File: config.mk
export PLATFORM = sky130hd
export DESIGN_NAME = playseq_jogador_automatico
export DESIGN_NICKNAME = d
export VERILOG_FILES = /design/src/rtl/playseq_auto_pkg.sv /design/src/rtl/playseq_auto_buffer.sv /design/src/rtl/playseq_jogador_automatico.sv
export SDC_FILE = /design/constraint.sdc
export NUM_CORES = 1
export LEC_CHECK = 0
export CAP_MARGIN = 15
export CORE_UTILIZATION = 68
export CTS_BUF_LIST = sky130_fd_sc_hd__clkbuf_16
export DETAILED_ROUTE_END_ITERATION = 8
export DONT_BUFFER_PORTS = 1
export PLACE_DENSITY = 0.84
export SYNTH_ARGS = -nofsm -noshare
export SYNTH_HDL_FRONTEND = slang
export SYNTH_SLANG_ARGS = --single-unit
File: constraint.sdc
create_clock -name clock -period 9.4 [get_ports clock]
set_clock_uncertainty 0.1 [all_clocks]
set_input_delay 1.88 -clock clock [delete_from_list [all_inputs] [get_ports clock]]
set_output_delay 1.88 -clock clock [all_outputs]
set_load 0.005 [all_outputs]
File: src/rtl/playseq_auto_pkg.sv
// Shared definitions for the PlaySeq automatic player: state codes, default timings and
// small LED/button helpers.
package playseq_auto_pkg;

  typedef enum logic [3:0] {
    StOcioso    = 4'd0,
    StInicia    = 4'd1,
    StObserva   = 4'd2,
    StPressiona = 4'd3,
    StSolta     = 4'd4,
    StFim       = 4'd5
  } estado_e;

  localparam int unsigned ProfundidadePadrao = 16;
  localparam int unsigned SilencioPadrao     = 1000;
  localparam int unsigned PulsoPadrao        = 50;
  localparam int unsigned PausaPadrao        = 50;
  localparam int unsigned TimerW             = 16;

  function automatic logic eh_one_hot(input logic [3:0] v);
    return (v != 4'd0) && ((v & (v - 4'd1)) == 4'd0);
  endfunction

  // Deliberate wrong press: the recorded button rotated left by one position.
  function automatic logic [3:0] rotl1(input logic [3:0] v);
    return {v[2:0], v[3]};
  endfunction

endpackage

File: src/rtl/playseq_auto_buffer.sv
// Capture buffer for one LED presentation: saturating write count (which doubles as the
// write pointer), sticky overflow flag and a replay read pointer.
module playseq_auto_buffer
  import playseq_auto_pkg::*;
#(
  parameter int unsigned PROFUNDIDADE = ProfundidadePadrao,
  localparam int unsigned AW = $clog2(PROFUNDIDADE),
  localparam int unsigned CW = AW + 1
) (
  input  logic          i_clock,
  input  logic          i_reset,
  input  logic          i_limpa,
  input  logic          i_limpa_ovf,
  input  logic          i_escreve,
  input  logic [3:0]    i_dado,
  input  logic          i_avanca,
  output logic [3:0]    o_dado,
  output logic          o_ultimo,
  output logic          o_fim,
  output logic [CW-1:0] o_tamanho,
  output logic          o_overflow
);

  logic [3:0]    r_mem [PROFUNDIDADE];
  logic [CW-1:0] r_tam;
  logic [CW-1:0] r_rd;
  logic          r_ovf;
  logic          w_cheio;
  logic          w_grava;

  assign w_cheio = (r_tam == CW'(PROFUNDIDADE));
  assign w_grava = i_escreve && !w_cheio && !i_limpa;

  always_ff @(posedge i_clock or posedge i_reset) begin
    if (i_reset) begin
      r_tam <= '0;
      r_rd  <= '0;
      r_ovf <= 1'b0;
    end else begin
      if (i_limpa) begin
        r_tam <= '0;
        r_rd  <= '0;
      end else begin
        if (w_grava) r_tam <= r_tam + CW'(1);
        if (i_avanca) r_rd <= r_rd + CW'(1);
      end
      if (i_limpa_ovf) r_ovf <= 1'b0;
      else if (i_escreve && w_cheio) r_ovf <= 1'b1;
    end
  end

  // Storage needs no reset: only entries below r_tam are ever read back.
  always_ff @(posedge i_clock) begin
    if (w_grava) r_mem[r_tam[AW-1:0]] <= i_dado;
  end

  assign o_dado     = r_mem[r_rd[AW-1:0]];
  assign o_ultimo   = ((r_rd + CW'(1)) == r_tam);
  assign o_fim      = (r_rd == r_tam);
  assign o_tamanho  = r_tam;
  assign o_overflow = r_ovf;

endmodule

File: src/rtl/playseq_jogador_automatico.sv
// Automatic PlaySeq player: records each LED presentation and replays it as timed button
// presses, optionally corrupting the last press of every replay.
module playseq_jogador_automatico
  import playseq_auto_pkg::*;
#(
  parameter int unsigned PROFUNDIDADE = ProfundidadePadrao,
  parameter int unsigned T_SILENCIO   = SilencioPadrao,
  parameter int unsigned T_PULSO      = PulsoPadrao,
  parameter int unsigned T_PAUSA      = PausaPadrao,
  localparam int unsigned TamW = $clog2(PROFUNDIDADE) + 1
) (
  input  logic            clock,
  input  logic            reset,
  input  logic            iniciar,
  input  logic            errar,
  input  logic [3:0]      leds,
  input  logic            ganhou,
  input  logic            perdeu,
  output logic            jogar,
  output logic [3:0]      botoes,
  output logic            ativo,
  output logic            overflow,
  output logic [TamW-1:0] db_tamanho,
  output logic [3:0]      db_estado
);

  localparam logic [TimerW-1:0] LimSilencio = TimerW'(T_SILENCIO - 1);
  localparam logic [TimerW-1:0] LimPulso    = TimerW'(T_PULSO - 1);
  localparam logic [TimerW-1:0] LimPausa    = TimerW'(T_PAUSA - 1);

  estado_e           r_estado, w_estado_d;
  logic [TimerW-1:0] r_timer, w_timer_d;
  logic [3:0]        r_leds_q;
  logic [3:0]        r_botoes, w_botoes_d;
  logic              r_errar;

  logic              w_captura;
  logic              w_fim_jogo;
  logic              w_limpa;
  logic              w_limpa_ovf;
  logic              w_avanca;
  logic [3:0]        w_dado;
  logic [3:0]        w_tecla;
  logic              w_ultimo;
  logic              w_fim_buf;
  logic [TamW-1:0]   w_tamanho;
  logic              w_overflow;

  assign w_captura  = (r_estado == StObserva) && (r_leds_q == 4'd0) && eh_one_hot(leds);
  assign w_fim_jogo = ganhou || perdeu;
  assign w_tecla    = (r_errar && w_ultimo) ? rotl1(w_dado) : w_dado;

  playseq_auto_buffer #(
    .PROFUNDIDADE (PROFUNDIDADE)
  ) u_buffer (
    .i_clock     (clock),
    .i_reset     (reset),
    .i_limpa     (w_limpa),
    .i_limpa_ovf (w_limpa_ovf),
    .i_escreve   (w_captura),
    .i_dado      (leds),
    .i_avanca    (w_avanca),
    .o_dado      (w_dado),
    .o_ultimo    (w_ultimo),
    .o_fim       (w_fim_buf),
    .o_tamanho   (w_tamanho),
    .o_overflow  (w_overflow)
  );

  always_comb begin
    w_estado_d  = r_estado;
    w_limpa     = 1'b0;
    w_limpa_ovf = 1'b0;
    w_avanca    = 1'b0;
    unique case (r_estado)
      StOcioso, StFim: begin
        if (iniciar) w_estado_d = StInicia;
      end
      StInicia: begin
        w_estado_d  = StObserva;
        w_limpa     = 1'b1;
        w_limpa_ovf = 1'b1;
      end
      StObserva: begin
        if (w_fim_jogo) w_estado_d = StFim;
        else if ((leds == 4'd0) && (r_timer >= LimSilencio) && (w_tamanho != '0))
          w_estado_d = StPressiona;
      end
      StPressiona: begin
        if (w_fim_jogo) w_estado_d = StFim;
        else if (r_timer >= LimPulso) begin
          // Advance on release so the next press can be registered straight from o_dado.
          w_estado_d = StSolta;
          w_avanca   = 1'b1;
        end
      end
      StSolta: begin
        if (w_fim_jogo) w_estado_d = StFim;
        else if (r_timer >= LimPausa) begin
          if (w_fim_buf) begin
            w_estado_d = StObserva;
            w_limpa    = 1'b1;
          end else begin
            w_estado_d = StPressiona;
          end
        end
      end
      default: w_estado_d = StOcioso;
    endcase
  end

  always_comb begin
    w_timer_d = '0;
    if (w_estado_d == r_estado) begin
      if (r_estado == StObserva) begin
        if (leds == 4'd0 && r_timer != '1) w_timer_d = r_timer + TimerW'(1);
        else if (leds == 4'd0) w_timer_d = r_timer;
      end else if (r_estado == StPressiona || r_estado == StSolta) begin
        w_timer_d = r_timer + TimerW'(1);
      end
    end
  end

  // Button drive follows the next state so it changes on the same edge as the state.
  assign w_botoes_d = (w_estado_d == StPressiona) ? w_tecla : 4'd0;

  always_ff @(posedge clock or posedge reset) begin
    if (reset) begin
      r_estado <= StOcioso;
      r_timer  <= '0;
      r_leds_q <= 4'd0;
      r_botoes <= 4'd0;
      r_errar  <= 1'b0;
    end else begin
      r_estado <= w_estado_d;
      r_timer  <= w_timer_d;
      r_leds_q <= leds;
      r_botoes <= w_botoes_d;
      if ((r_estado == StOcioso || r_estado == StFim) && iniciar) r_errar <= errar;
    end
  end

  assign jogar      = (r_estado == StInicia);
  assign botoes     = r_botoes;
  assign ativo      = (r_estado != StOcioso) && (r_estado != StFim);
  assign overflow   = w_overflow;
  assign db_tamanho = w_tamanho;
  assign db_estado  = r_estado;

endmodule

==> results.cfg <==
[placed_design]
port_buffers = 0
dp_hpwl_microns = 7302
globalplace.congestion = 0.9160
place_ws_ps = 5311
placedInstanceArea_sq_um = 5096

[timing]
setup_tns_ps = 0
setup_viol = 0
timing.final.crit_period_ps = 3859
hold_violations = 0
rsz0062_at_grt = no
worst_slack_ps = 5541
maxSlewViolCount = 0
worstMarginPinSlew_ps = 976.5
fin_crit_sh_pct = 41.05
slew_headroom_pct = 33.98
fmax_mhz = 259.2

[setup_path]
slowest_stage = nor3_1
r2r_cells = 5
cpPeakStageDelay_ps = 540
worst-r2r-setup-slack_ps = 6090
reg2reg_to = u_buffer.r_mem[7][1]
critical_path.top_delay_family = simple AND/OR/NAND/NOR gates
critPathKind = in -> reg
required_ps = 9270
crit_buf_inv = 1
cp.arrival_ps = 3730
cp_max_fo = 19
r2r-start = db_estado[0]
path_cells = inv_1 > or4_1 > a21oi_1 > nand2_1 > nor3_1
cp-end-kind = register
start_kind = primary input

[yosys]
syn_nets = 408
syn_inst = 390
synth_warnings = 0
yosysSeqAreaShare_pct = 58.10
netlist_area_sq_um = 5031
synth_edf_count = 64
async_reset_ff_share_pct = 38.46
synth_ff_type = edfxtp_1
yosysUniqueCellTypes = 56
ys_ff_latch = 104
syn_avg_cell_area_sq_um = 12.90

[clock_tree]
cts_made_buffers = 9
clk_pin_slew_ps = 70
clockBufferDepth = 2
clkLatencyLatePin_ps = 340
clock-root-buffer = clkbuf_16
postCtsSetupBuffers = 0
cts-hold-fix-buffers = 0
cts_sinks = 104
cts_resized = 0
cts_tree = yes
htree_levels = 3

[power]
p_sw_share_pct = 28.23
cell_internal_pwr_uw = 763.2
p_sw_uw = 300.2
combPwrFrac_pct = 15.3
pwr-share-clk_pct = 35.4
powerDensity_nw_per_um2 = 197.0
p_seq_share_pct = 49.3
ir_worst_vdd_mv = 0.1456
p_leak_nw = 1.897

[layout]
antenna_cells = 0
area_growth_syn_to_layout_pct = 7.312
final_cell_mix = 64 x edfxtp_1, 40 x dfrtp_1, 32 x nor2_1
final_common_cell = edfxtp_1
drive_above_1_share_pct = 13.27
fin_nets = 405
finalInstanceArea_sq_um = 5399

[global_routing]
grt_pass1_wl_microns = 17300
gr-usage-all-layers_pct = 31.31
grt_pass1_vias = 3190
gr-total-overflow = 0
grt_max_degree = 41
antenna_found_initial = 0

[die]
core_area_sq_um = 6982
rows = 30
initial_core_util_pct = 72.06
die_h_microns = 88.02
dieArea_sq_um = 7747
io_pins = 26
die_w_microns = 88.02

[drt]
ant_nets = 0
drc = 0
via_count = 3363
wirelength_microns = 11010
drt_iter0_drc = 375
vias_per_cell = 6.891
dr.pass1.iters = 5
avgRoutedWirePerCell_microns = 22.57

[hold_path]
hold_start = r_errar
min_to = r_errar
hp-class = reg -> reg
hold_depth = 1

[flow_run]
cap_violations = 0

[status]
status = complete, no violations
-- per-layer routing --
layer	wire length (microns)	global-route usage, %
met5	0	0
met3	1062	9.142
met2	5239	47.00
met4	316	10.56
met1	4395	44.54
-- cell families after synthesis --
logic type | after synthesis | synth area share [%]
DFF | 104 | 58.09
xor gates and xnor gates | 27 | 4.700
other | 1 | 0.07454
muxes | 29 | 9.824
adders and majority gates | 8 | 1.990
buffers and inverters | 33 | 2.736
AOI/OAI and AO/OA | 53 | 7.859
and+or+nand+nor | 135 | 14.72
-- metrics by stage --
stage / util (%) / std cells / hold WS [ps] / power, mW
finish: 77.33 / 488 / 455.8 / 1.063
floorplan: - / 390 / 379.5 / 0.6594
global route: 77.33 / 488 / 477.1 / 1.095
CTS: 77.33 / 488 / 460.0 / 1.063
global placement: 72.99 / 472 / 424.4 / 0.6851
detailed placement: 72.99 / 472 / 436.9 / 0.6904
-- power by group through the flow --
stage	Combinational (mW)	Sequential [mW]	Clock [mW]
finish	0.162	0.524	0.377
global route	0.173	0.527	0.395
CTS	0.159	0.524	0.380
detailed placement	0.157	0.533	0
global placement	0.153	0.533	0
floorplan	0.143	0.516	0
-- synth_stat cells, drive strengths merged (4+ instances only) --
| cell | instances | area (sq um) |
|---|---|---|
| o211ai | 4 | 30.03 |
| edfxtp | 64 | 1922 |
| xor2 | 11 | 96.34 |
| o21ai | 6 | 30.03 |
| nand2 | 17 | 63.81 |
| nor2 | 32 | 120.1 |
| or4 | 4 | 33.78 |
| a31oi | 6 | 37.54 |
| buf | 9 | 47.55 |
| mux2i | 10 | 100.1 |
| and3 | 4 | 25.02 |
| xnor2 | 16 | 140.1 |
| a211oi | 6 | 50.05 |
| dfrtp | 40 | 1001 |
| nor3 | 19 | 95.09 |
| nor2b | 6 | 37.54 |
| clkbuf | 8 | 30.03 |
| nor4 | 13 | 108.9 |
| a21oi | 16 | 80.08 |
| mux4 | 16 | 360.4 |
| nand4 | 10 | 62.56 |
| nand3 | 13 | 65.06 |
| inv | 16 | 60.06 |
| ha | 8 | 100.1 |
-- worst reg2reg max path, stage by stage, from the launching register on --
cell and delay (ps):
dfrtp_1 560, nor4b_1 920, nand2_1 100, a21oi_1 450, nand2_1 270, nor3_1 540
-- state kept, by name (all words and copies together), names as in the netlist --
name,cells
botoes,4
db_estado,4
r_errar,1
r_leds_q,4
r_timer,16
u_buffer.o_overflow,1
u_buffer.o_tamanho,5
u_buffer.r_mem,64
u_buffer.r_rd,5
-- worst max-delay path by stage --
| stage | from | to | slack [ps] | depth (start not counted) |
|---|---|---|---|---|
| 6_report | leds[0] | u_buffer.r_mem[7][1] | 5540 | 5 |
| 4_1_cts | leds[0] | u_buffer.r_mem[13][3] | 5580 | 5 |
| 2_1_floorplan | perdeu | r_timer[8] | 5530 | 8 |
| 5_1_grt | leds[0] | u_buffer.r_mem[12][3] | 5370 | 5 |
| 3_5_place_dp | leds[0] | u_buffer.r_mem[13][1] | 5310 | 5 |
| 3_3_place_gp | leds[0] | u_buffer.r_mem[4][0] | 5400 | 5 |
-- final cells by class --
type                            instances  area (sq um)
Sequential cell                       104          2923
Multi-Input combinational cell        253          1971
Fill cell                             419          1583
Clock buffer                            9         225.2
Tap cell                               96         120.1
Clock inverter                          7         77.57
Inverter                               16         60.06
Timing Repair Buffer                    3         22.52
No activity file was read; power rests on OpenSTA's default activity.
